**src/rtl/vga_pkg.sv**
```systemverilog
// rtl/vga_pkg.sv - shared VGA frame-buffer constants, timing values and CPU FSM encoding
package vga_pkg;

  localparam int H_PIXELS = 640;
  localparam int V_PIXELS = 480;

  // 640x480@60 timing used by the vgaTiming block that drives this arbiter
  localparam int H_FP    = 16;
  localparam int H_SYNC  = 96;
  localparam int H_BP    = 48;
  localparam int H_TOTAL = H_PIXELS + H_FP + H_SYNC + H_BP;
  localparam int V_FP    = 10;
  localparam int V_SYNC  = 2;
  localparam int V_BP    = 33;
  localparam int V_TOTAL = V_PIXELS + V_FP + V_SYNC + V_BP;

  localparam int ADDR_W   = 19;
  localparam int DATA_W   = 8;
  localparam int FB_WORDS = H_PIXELS * V_PIXELS;

  localparam logic [ADDR_W-1:0] FB_LIMIT = ADDR_W'(FB_WORDS);

  typedef enum logic {
    ST_IDLE = 1'b0,
    ST_BUSY = 1'b1
  } cpu_state_e;

endpackage

```
**src/rtl/vga_pixel_addr.sv**
```systemverilog
// rtl/vga_pixel_addr.sv - linear frame-buffer address of the current pixel
module vga_pixel_addr
  import vga_pkg::*;
(
  input  logic [9:0]        hCount,
  input  logic [9:0]        vCount,
  output logic [ADDR_W-1:0] pix_addr
);

  logic [ADDR_W-1:0] v_ext;
  logic [ADDR_W-1:0] h_ext;

  assign v_ext = {{(ADDR_W-10){1'b0}}, vCount};
  assign h_ext = {{(ADDR_W-10){1'b0}}, hCount};

  // vCount*640 = vCount*512 + vCount*128
  assign pix_addr = (v_ext << 9) + (v_ext << 7) + h_ext;

endmodule

```
**src/rtl/vga_fb_arbiter.sv**
```systemverilog
// rtl/vga_fb_arbiter.sv - time-slots one frame-buffer RAM between VGA fetch and a CPU port
module vga_fb_arbiter
  import vga_pkg::*;
(
  input  logic              clk50MHz,
  input  logic              clr,
  input  logic              vgaClk,
  input  logic              bright,
  input  logic              hSync,
  input  logic              vSync,
  input  logic [9:0]        hCount,
  input  logic [9:0]        vCount,
  input  logic              cpu_req,
  input  logic              cpu_we,
  input  logic [ADDR_W-1:0] cpu_addr,
  input  logic [DATA_W-1:0] cpu_wdata,
  output logic              cpu_ack,
  output logic [DATA_W-1:0] cpu_rdata,
  output logic              cpu_err,
  output logic [ADDR_W-1:0] mem_addr,
  output logic              mem_we,
  output logic [DATA_W-1:0] mem_wdata,
  input  logic [DATA_W-1:0] mem_rdata,
  output logic [DATA_W-1:0] pix_data,
  output logic              out_hSync,
  output logic              out_vSync,
  output logic              out_bright
);

  logic [ADDR_W-1:0] pix_addr;
  logic              video_slot;
  logic              cpu_issue;
  logic              addr_err;

  cpu_state_e        state_q, state_d;
  logic              rd_q, rd_d;
  logic              err_q, err_d;
  logic              slot_q;
  logic              blank_q;
  logic [DATA_W-1:0] pix_q, pix_d;
  logic [1:0]        hs_q, vs_q, br_q;

  vga_pixel_addr u_pixel_addr (
    .hCount   (hCount),
    .vCount   (vCount),
    .pix_addr (pix_addr)
  );

  assign video_slot = vgaClk & bright;
  assign addr_err   = (cpu_addr >= FB_LIMIT);
  assign cpu_issue  = (state_q == ST_IDLE) & cpu_req & ~video_slot;

  assign mem_addr  = video_slot ? pix_addr : cpu_addr;
  assign mem_we    = cpu_issue & cpu_we & ~addr_err;
  assign mem_wdata = cpu_wdata;

  // Gating with clr drops the completion of an access caught by reset
  assign cpu_ack   = (state_q == ST_BUSY) & ~clr;
  assign cpu_rdata = (cpu_ack & rd_q) ? mem_rdata : '0;
  assign cpu_err   = cpu_ack & err_q;

  always_comb begin
    state_d = state_q;
    rd_d    = rd_q;
    err_d   = err_q;
    case (state_q)
      ST_IDLE: begin
        if (cpu_issue) begin
          state_d = ST_BUSY;
          rd_d    = ~cpu_we & ~addr_err;
          err_d   = addr_err;
        end
      end
      ST_BUSY: state_d = ST_IDLE;
      default: state_d = ST_IDLE;
    endcase
  end

  // RAM data for a video slot lands one cycle later; blank pixels force black
  always_comb begin
    pix_d = pix_q;
    if (slot_q) begin
      pix_d = mem_rdata;
    end else if (blank_q) begin
      pix_d = '0;
    end
  end

  always_ff @(posedge clk50MHz) begin
    if (clr) begin
      state_q <= ST_IDLE;
      rd_q    <= 1'b0;
      err_q   <= 1'b0;
      slot_q  <= 1'b0;
      blank_q <= 1'b0;
      pix_q   <= '0;
      hs_q    <= 2'b11;
      vs_q    <= 2'b11;
      br_q    <= 2'b00;
    end else begin
      state_q <= state_d;
      rd_q    <= rd_d;
      err_q   <= err_d;
      slot_q  <= video_slot;
      blank_q <= vgaClk & ~bright;
      pix_q   <= pix_d;
      hs_q    <= {hs_q[0], hSync};
      vs_q    <= {vs_q[0], vSync};
      br_q    <= {br_q[0], bright};
    end
  end

  assign pix_data   = pix_q;
  assign out_hSync  = hs_q[1];
  assign out_vSync  = vs_q[1];
  assign out_bright = br_q[1];

endmodule

```
**config.mk**
```make
export PLATFORM = sky130hd
export DESIGN_NAME = vga_fb_arbiter
export DESIGN_NICKNAME = d
export VERILOG_FILES = /design/src/rtl/vga_pkg.sv /design/src/rtl/vga_pixel_addr.sv /design/src/rtl/vga_fb_arbiter.sv
export SDC_FILE = /design/constraint.sdc
export NUM_CORES = 1
export LEC_CHECK = 0
export CAP_MARGIN = 20
export CORE_MARGIN = 2
export CORE_UTILIZATION = 30
export CTS_CLUSTER_SIZE = 10
export DETAILED_ROUTE_END_ITERATION = 10
export PLACE_DENSITY = 0.72
export SLEW_MARGIN = 20
export SYNTH_ARGS = -nofsm -noshare
export SYNTH_HDL_FRONTEND = slang
export SYNTH_SLANG_ARGS = --single-unit
```
**constraint.sdc**
```tcl
create_clock -name clk50MHz -period 4.9 [get_ports clk50MHz]
set_input_delay 1.225 -clock clk50MHz [delete_from_list [all_inputs] [get_ports clk50MHz]]
set_output_delay 1.225 -clock clk50MHz [all_outputs]
set_load 0.1 [all_outputs]
```
**Yosys cells after proc, flatten, opt, wreduce, memory -nomap -nowiden**

Cells that the tools add are included.

- Reduce and logical (&&, ||, !) cells: 2
- $lt $le $gt $ge: 1
- Add/subtract/negate cells: 2
- Muxes and demuxes: 6
- Bitwise gates (word level): 16

Operator list:

| cell | count |
|---|---|
| $mux 8 | 3 |
| $add 19x10->19 | 1 |
| $add 19x17->19 | 1 |
| $ge 19x19->1 const B | 1 |
| $mux 19 | 1 |
| $and 1x1->1 | 10 |
| $not 1->1 | 6 |
| $pmux 1 s2 | 1 |
| $reduce_and 2->1 | 1 |
| $reduce_bool 2->1 | 1 |
| $mux 1 | 1 |

- Output and inout bits: 49
- Bits of input ports: 63
- Logic and storage cells: 36
- Bits in registers: 19

**Logic depth before layout (Yosys ltp)**

Gate-level depths: netlist (run 1).

- Depth in word-level cells: 5
- Gate-level depth with buffers: 8
- Mapped depth without buffers: 8

**By module**

A second synthesis (run 1) with hierarchy kept.

- Cells, all modules: 190
- Area total of the unflattened synthesis: 1760.4 sq um

Modules (own cells, without submodules):

| module | cells an instance | instances | area each (sq um) | seq. area each (sq um) |
|---|---|---|---|---|
| vga_fb_arbiter | 114 | 1 | 1134.8 | 380.4 |
| vga_pixel_addr | 76 | 1 | 625.6 | 0.0 |

**Worst setup path before layout (run 1)**

OpenSTA, ideal clock, no wires.

- Path kind: input -> output
- From: in hCount[9]
- To: out mem_addr[12]
- Path slack: -1.172 ns
- Stages on the path: 8
- Data required time: 3.675 ns
- Data arrival time: 4.847 ns
- Path buffers: 0
- Cells stage by stage: inv_1 > fa_1 > inv_1 > fa_1 > a21o_1 > a21oi_1 > xor2_1 > o21ai_0

- Word-level cells in the longest chain between the ends: 2

RTL lines:

| element | RTL line | text |
|---|---|---|
| start: declaration | vga_fb_arbiter.sv:11 | `input logic [9:0] hCount,` |
| $add 19x10->19 | vga_pixel_addr.sv:17 | `assign pix_addr = (v_ext << 9) + (v_ext << 7) + h_ext;` |
| $mux 19 | vga_fb_arbiter.sv:53 | `assign mem_addr = video_slot ? pix_addr : cpu_addr;` |
| end: declaration | vga_fb_arbiter.sv:20 | `output logic [ADDR_W-1:0] mem_addr,` |

Every way passes these cells.

**Worst setup path in the final report (run 1)**

- From: in hCount[7]
- To: out mem_addr[16]

Same word-level chain as after synthesis.

==> results of run 1 <==
==> state kept, by name, indices dropped and copies added (netlist names), 2 cells and up <==
register  cells
pix_data      8
br_q          2
hs_q          2
vs_q          2
==> critical path, delay by kind of cell <==
| family | cells | cell delay (ns) |
|---|---|---|
| adder cells (fa/ha/maj) | 3 | 0.74 |
| AO/OA/AOI/OAI | 2 | 0.59 |
| AND/OR/NAND/NOR | 2 | 0.45 |
| buffers and inverters | 2 | 0.58 |
==> synth_stat cells, types with 5 or more instances <==
| cell | n |
|---|---|
| dfxtp_1 | 19 |
| ha_1 | 19 |
| a21oi_1 | 17 |
| nor2_1 | 16 |
| and3_1 | 11 |
| nor3b_1 | 11 |
| mux2_2 | 10 |
| nand2_1 | 10 |
| buf_4 | 8 |
| o21ai_0 | 8 |
| clkbuf_1 | 7 |
| inv_1 | 7 |
| nand3_1 | 5 |
==> area by class of cell <==
type / count / share of cell area
Timing Repair Buffer: 109 / 0.4401
Multi-Input combinational cell: 149 / 0.3844
Sequential cell: 19 / 0.1235
Tap cell: 70 / 0.02844
Clock buffer: 3 / 0.01341
Inverter: 7 / 0.008533
Clock inverter: 1 / 0.001625
==> timing repair <==
action,4_1_cts,5_1_grt
pin swaps,7,7
setup endpoints to repair,7,5
setup buffers,0,2
gates resized for setup,10,15
hold endpoints to repair,0,0
==> metal layers <==
metal  global-route usage  routed length (um)
met1               0.1871                2001
met4              0.04107                  61
met3              0.04471                 382
met2               0.2843                2401
met5                    0                   0
==> cells in the final DEF, fill, tap and decap left out, types with 3 or more instances in the layout <==
cell | Yosys | routed
a21o_1 | 4 | 4
a21oi_1 | 17 | 16
and2_1 | 3 | 3
and3_1 | 11 | 11
buf_12 | 0 | 30
buf_4 | 8 | 13
clkbuf_8 | 0 | 3
clkdlybuf4s50_1 | 0 | 60
dfxtp_1 | 19 | 19
ha_1 | 19 | 14
ha_4 | 0 | 3
inv_1 | 7 | 4
inv_2 | 0 | 3
mux2_2 | 10 | 10
nand2_1 | 10 | 10
nand3_1 | 5 | 4
nor2_1 | 16 | 16
nor2b_1 | 4 | 4
nor3b_1 | 11 | 11
o21ai_0 | 8 | 3
o21ai_2 | 0 | 4
or2_2 | 4 | 4
==> worst max path at each step <==
stage | cells past startpoint | from | endpoint | slack (ns)
after CTS | 9 | vCount[1] | mem_addr[16] | 0.02
after floorplan | 8 | hCount[9] | mem_addr[16] | 0.009
after global placement | 10 | hCount[9] | mem_addr[16] | -0.40
after detailed placement | 10 | hCount[9] | mem_addr[16] | -0.43
final | 9 | hCount[7] | mem_addr[16] | 0.08
after global routing | 9 | hCount[7] | mem_addr[16] | 0.003
==> logic make-up (layout without fill, tap and decap cells) <==
logic type / after synthesis / count (layout)
mux: 10 / 10
buf+inv: 25 / 120
simple gates: 71 / 71
flops: 19 / 19
xor+xnor: 4 / 4
fa+ha+maj: 21 / 21
compound gates: 43 / 43
==> metrics by stage <==
stage	setup TNS, ns	utilization	total power, W	hold slack, ns	setup slack (ns)
floorplan	0	-	0.0004465	0.3895	0.008746
global placement	-1.256	0.5759	0.0005791	0.3931	-0.3970
detailed placement	-1.533	0.5759	0.0005852	0.3961	-0.4336
CTS	0	0.5898	0.0006991	0.4136	0.02208
global route	0	0.5991	0.0007336	0.4327	0.002603
finish	0	0.5991	0.0007015	0.4112	0.07922
==> report_power, final <==
group / internal [W] / switching [W] / total [W] / leakage, nW
clock: 0.0000565 / 0.0000502 / 0.000107 / 0.0255
combinational: 0.000177 / 0.000252 / 0.000429 / 1.15
sequential: 0.000161 / 0.00000444 / 0.000165 / 0.156
total: 0.000395 / 0.000307 / 0.000701 / 1.33
==> results.json, run 1 <==
{
  "num_io_pins": 112,
  "p_leak_nw": 1.332,
  "maxCapViolations": 0,
  "die-area_um2": 5978,
  "crit_required_ns": 3.67,
  "synth_area_leader_cell": "dfxtp_1",
  "firstDrtPassIters": 5,
  "start_util": 0.3138,
  "cp_max_fo": 2,
  "syn_inst": 193,
  "grt_use_total": 0.1597,
  "ant_nets": 0,
  "async_reset_ff_frac": 0,
  "period_minus_slack_ns": 4.821,
  "wirelength_um": 4847,
  "die_x_um": 77.32,
  "synth_edf_count": 0,
  "drtIter0Drc": 54,
  "finalSetupViolCount": 0,
  "synth-simple-area-share": 0.2459,
  "hold_path_class": "reg -> reg",
  "ys_ff_latch": 19,
  "dp_hpwl_um": 4023,
  "place.gp.congestion": 0.7536,
  "crit_chain": "clkdlybuf4s50_1 -> ha_2 -> ha_4 -> fa_2 -> a21o_1 -> a311o_1 -> nand3_2 -> or3b_4 -> buf_12",
  "rsz0062_at_grt": "false",
  "portBuffers": 95,
  "antenna_found_initial": 0,
  "cts_tree": "built",
  "hold_viol_final": 0,
  "worstSkewPairLatency_ns": 0.25,
  "fmax_mhz": 207.4,
  "ys_types": 39,
  "instances_no_fill": 358,
  "hold_buffers": 0,
  "power_density_nw_per_um2": 227.8,
  "reg2reg_to": "pix_data[5]",
  "htreeDepth": 1,
  "whs_path_depth": 1,
  "cp_slowest_cell": "clkdlybuf4s50_1",
  "tightest_slew_ns": 0.9832,
  "fillers": 451,
  "yosysTopAreaCellShare": 0.2358,
  "seq_area_um2": 380.4,
  "dp.cells": 352,
  "r2r_setup_slack_ns": 3.87,
  "drv_slew": 0,
  "die_h_um": 77.32,
  "tritoncts.num_buffers": 3,
  "avgSynthCellArea_um2": 8.356,
  "hold_path_startpoint": "vs_q[0]",
  "dpl_cell_area_um2": 2960,
  "diodes": 0,
  "r2r-start": "slot_q",
  "grt_overflow": 0,
  "clock_sinks": 19,
  "vias": 1755,
  "min_period_over_period": 0.9838,
  "coreArea_um2": 5140,
  "max-vdd-ir-drop_mv": 0.1181,
  "wire_per_inst_um": 13.54,
  "areaGrowthSynthToFinish_pct": 90.92,
  "crit_path_max_incr_delay_ns": 0.41,
  "status": "finished clean",
  "synth_top_family_by_area": "simple AND/OR/NAND/NOR gates",
  "arrival_ns": 3.60,
  "grt_pass1_vias": 1807,
  "ys_seq_area_frac": 0.2358,
  "grt_pass1_wl_um": 7879,
  "yosysWarnings": 0,
  "design_area_um2": 3079,
  "nNetsFinal": 373,
  "endpoint_kind": "primary output",
  "root_buffer": "clkbuf_8",
  "min_to": "vs_q[1]",
  "ys.flop_type": "dfxtp_1",
  "r2r_cells": 3,
  "multi_input_area_um2": 1184,
  "synth_area_um2": 1613,
  "path_class": "in -> out",
  "start_kind": "input pin",
  "netlist_top_cells_area": "dfxtp_1 (24%), ha_1 (15%), mux2_2 (7.0%)",
  "skew_ns": 0.0005392,
  "grt_max_degree": 20,
  "clk_pin_slew_worst_paths_ns": 0.07,
  "synth_xor_area_frac": 0.02172,
  "cts_buffer_depth": 2,
  "synth_compound_area_frac": 0.1753,
  "drc": 0,
  "syn-num-nets": 277,
  "synthAdderAreaFrac": 0.1722,
  "synthMuxAreaShare": 0.06982,
  "num_rows": 26,
  "drive_gt1_frac": 0.2882,
  "vias_per_cell": 4.902,
  "relSlewSlack": 0.3425
}
Power figures use the tool's default switching activity.
==> run 2: changes to the inputs <==
Settings changed: CTS_CLUSTER_SIZE 10 to default.
==> results of run 2 <==
No change in the layout: final DEF, timing and power equal those of run 1.
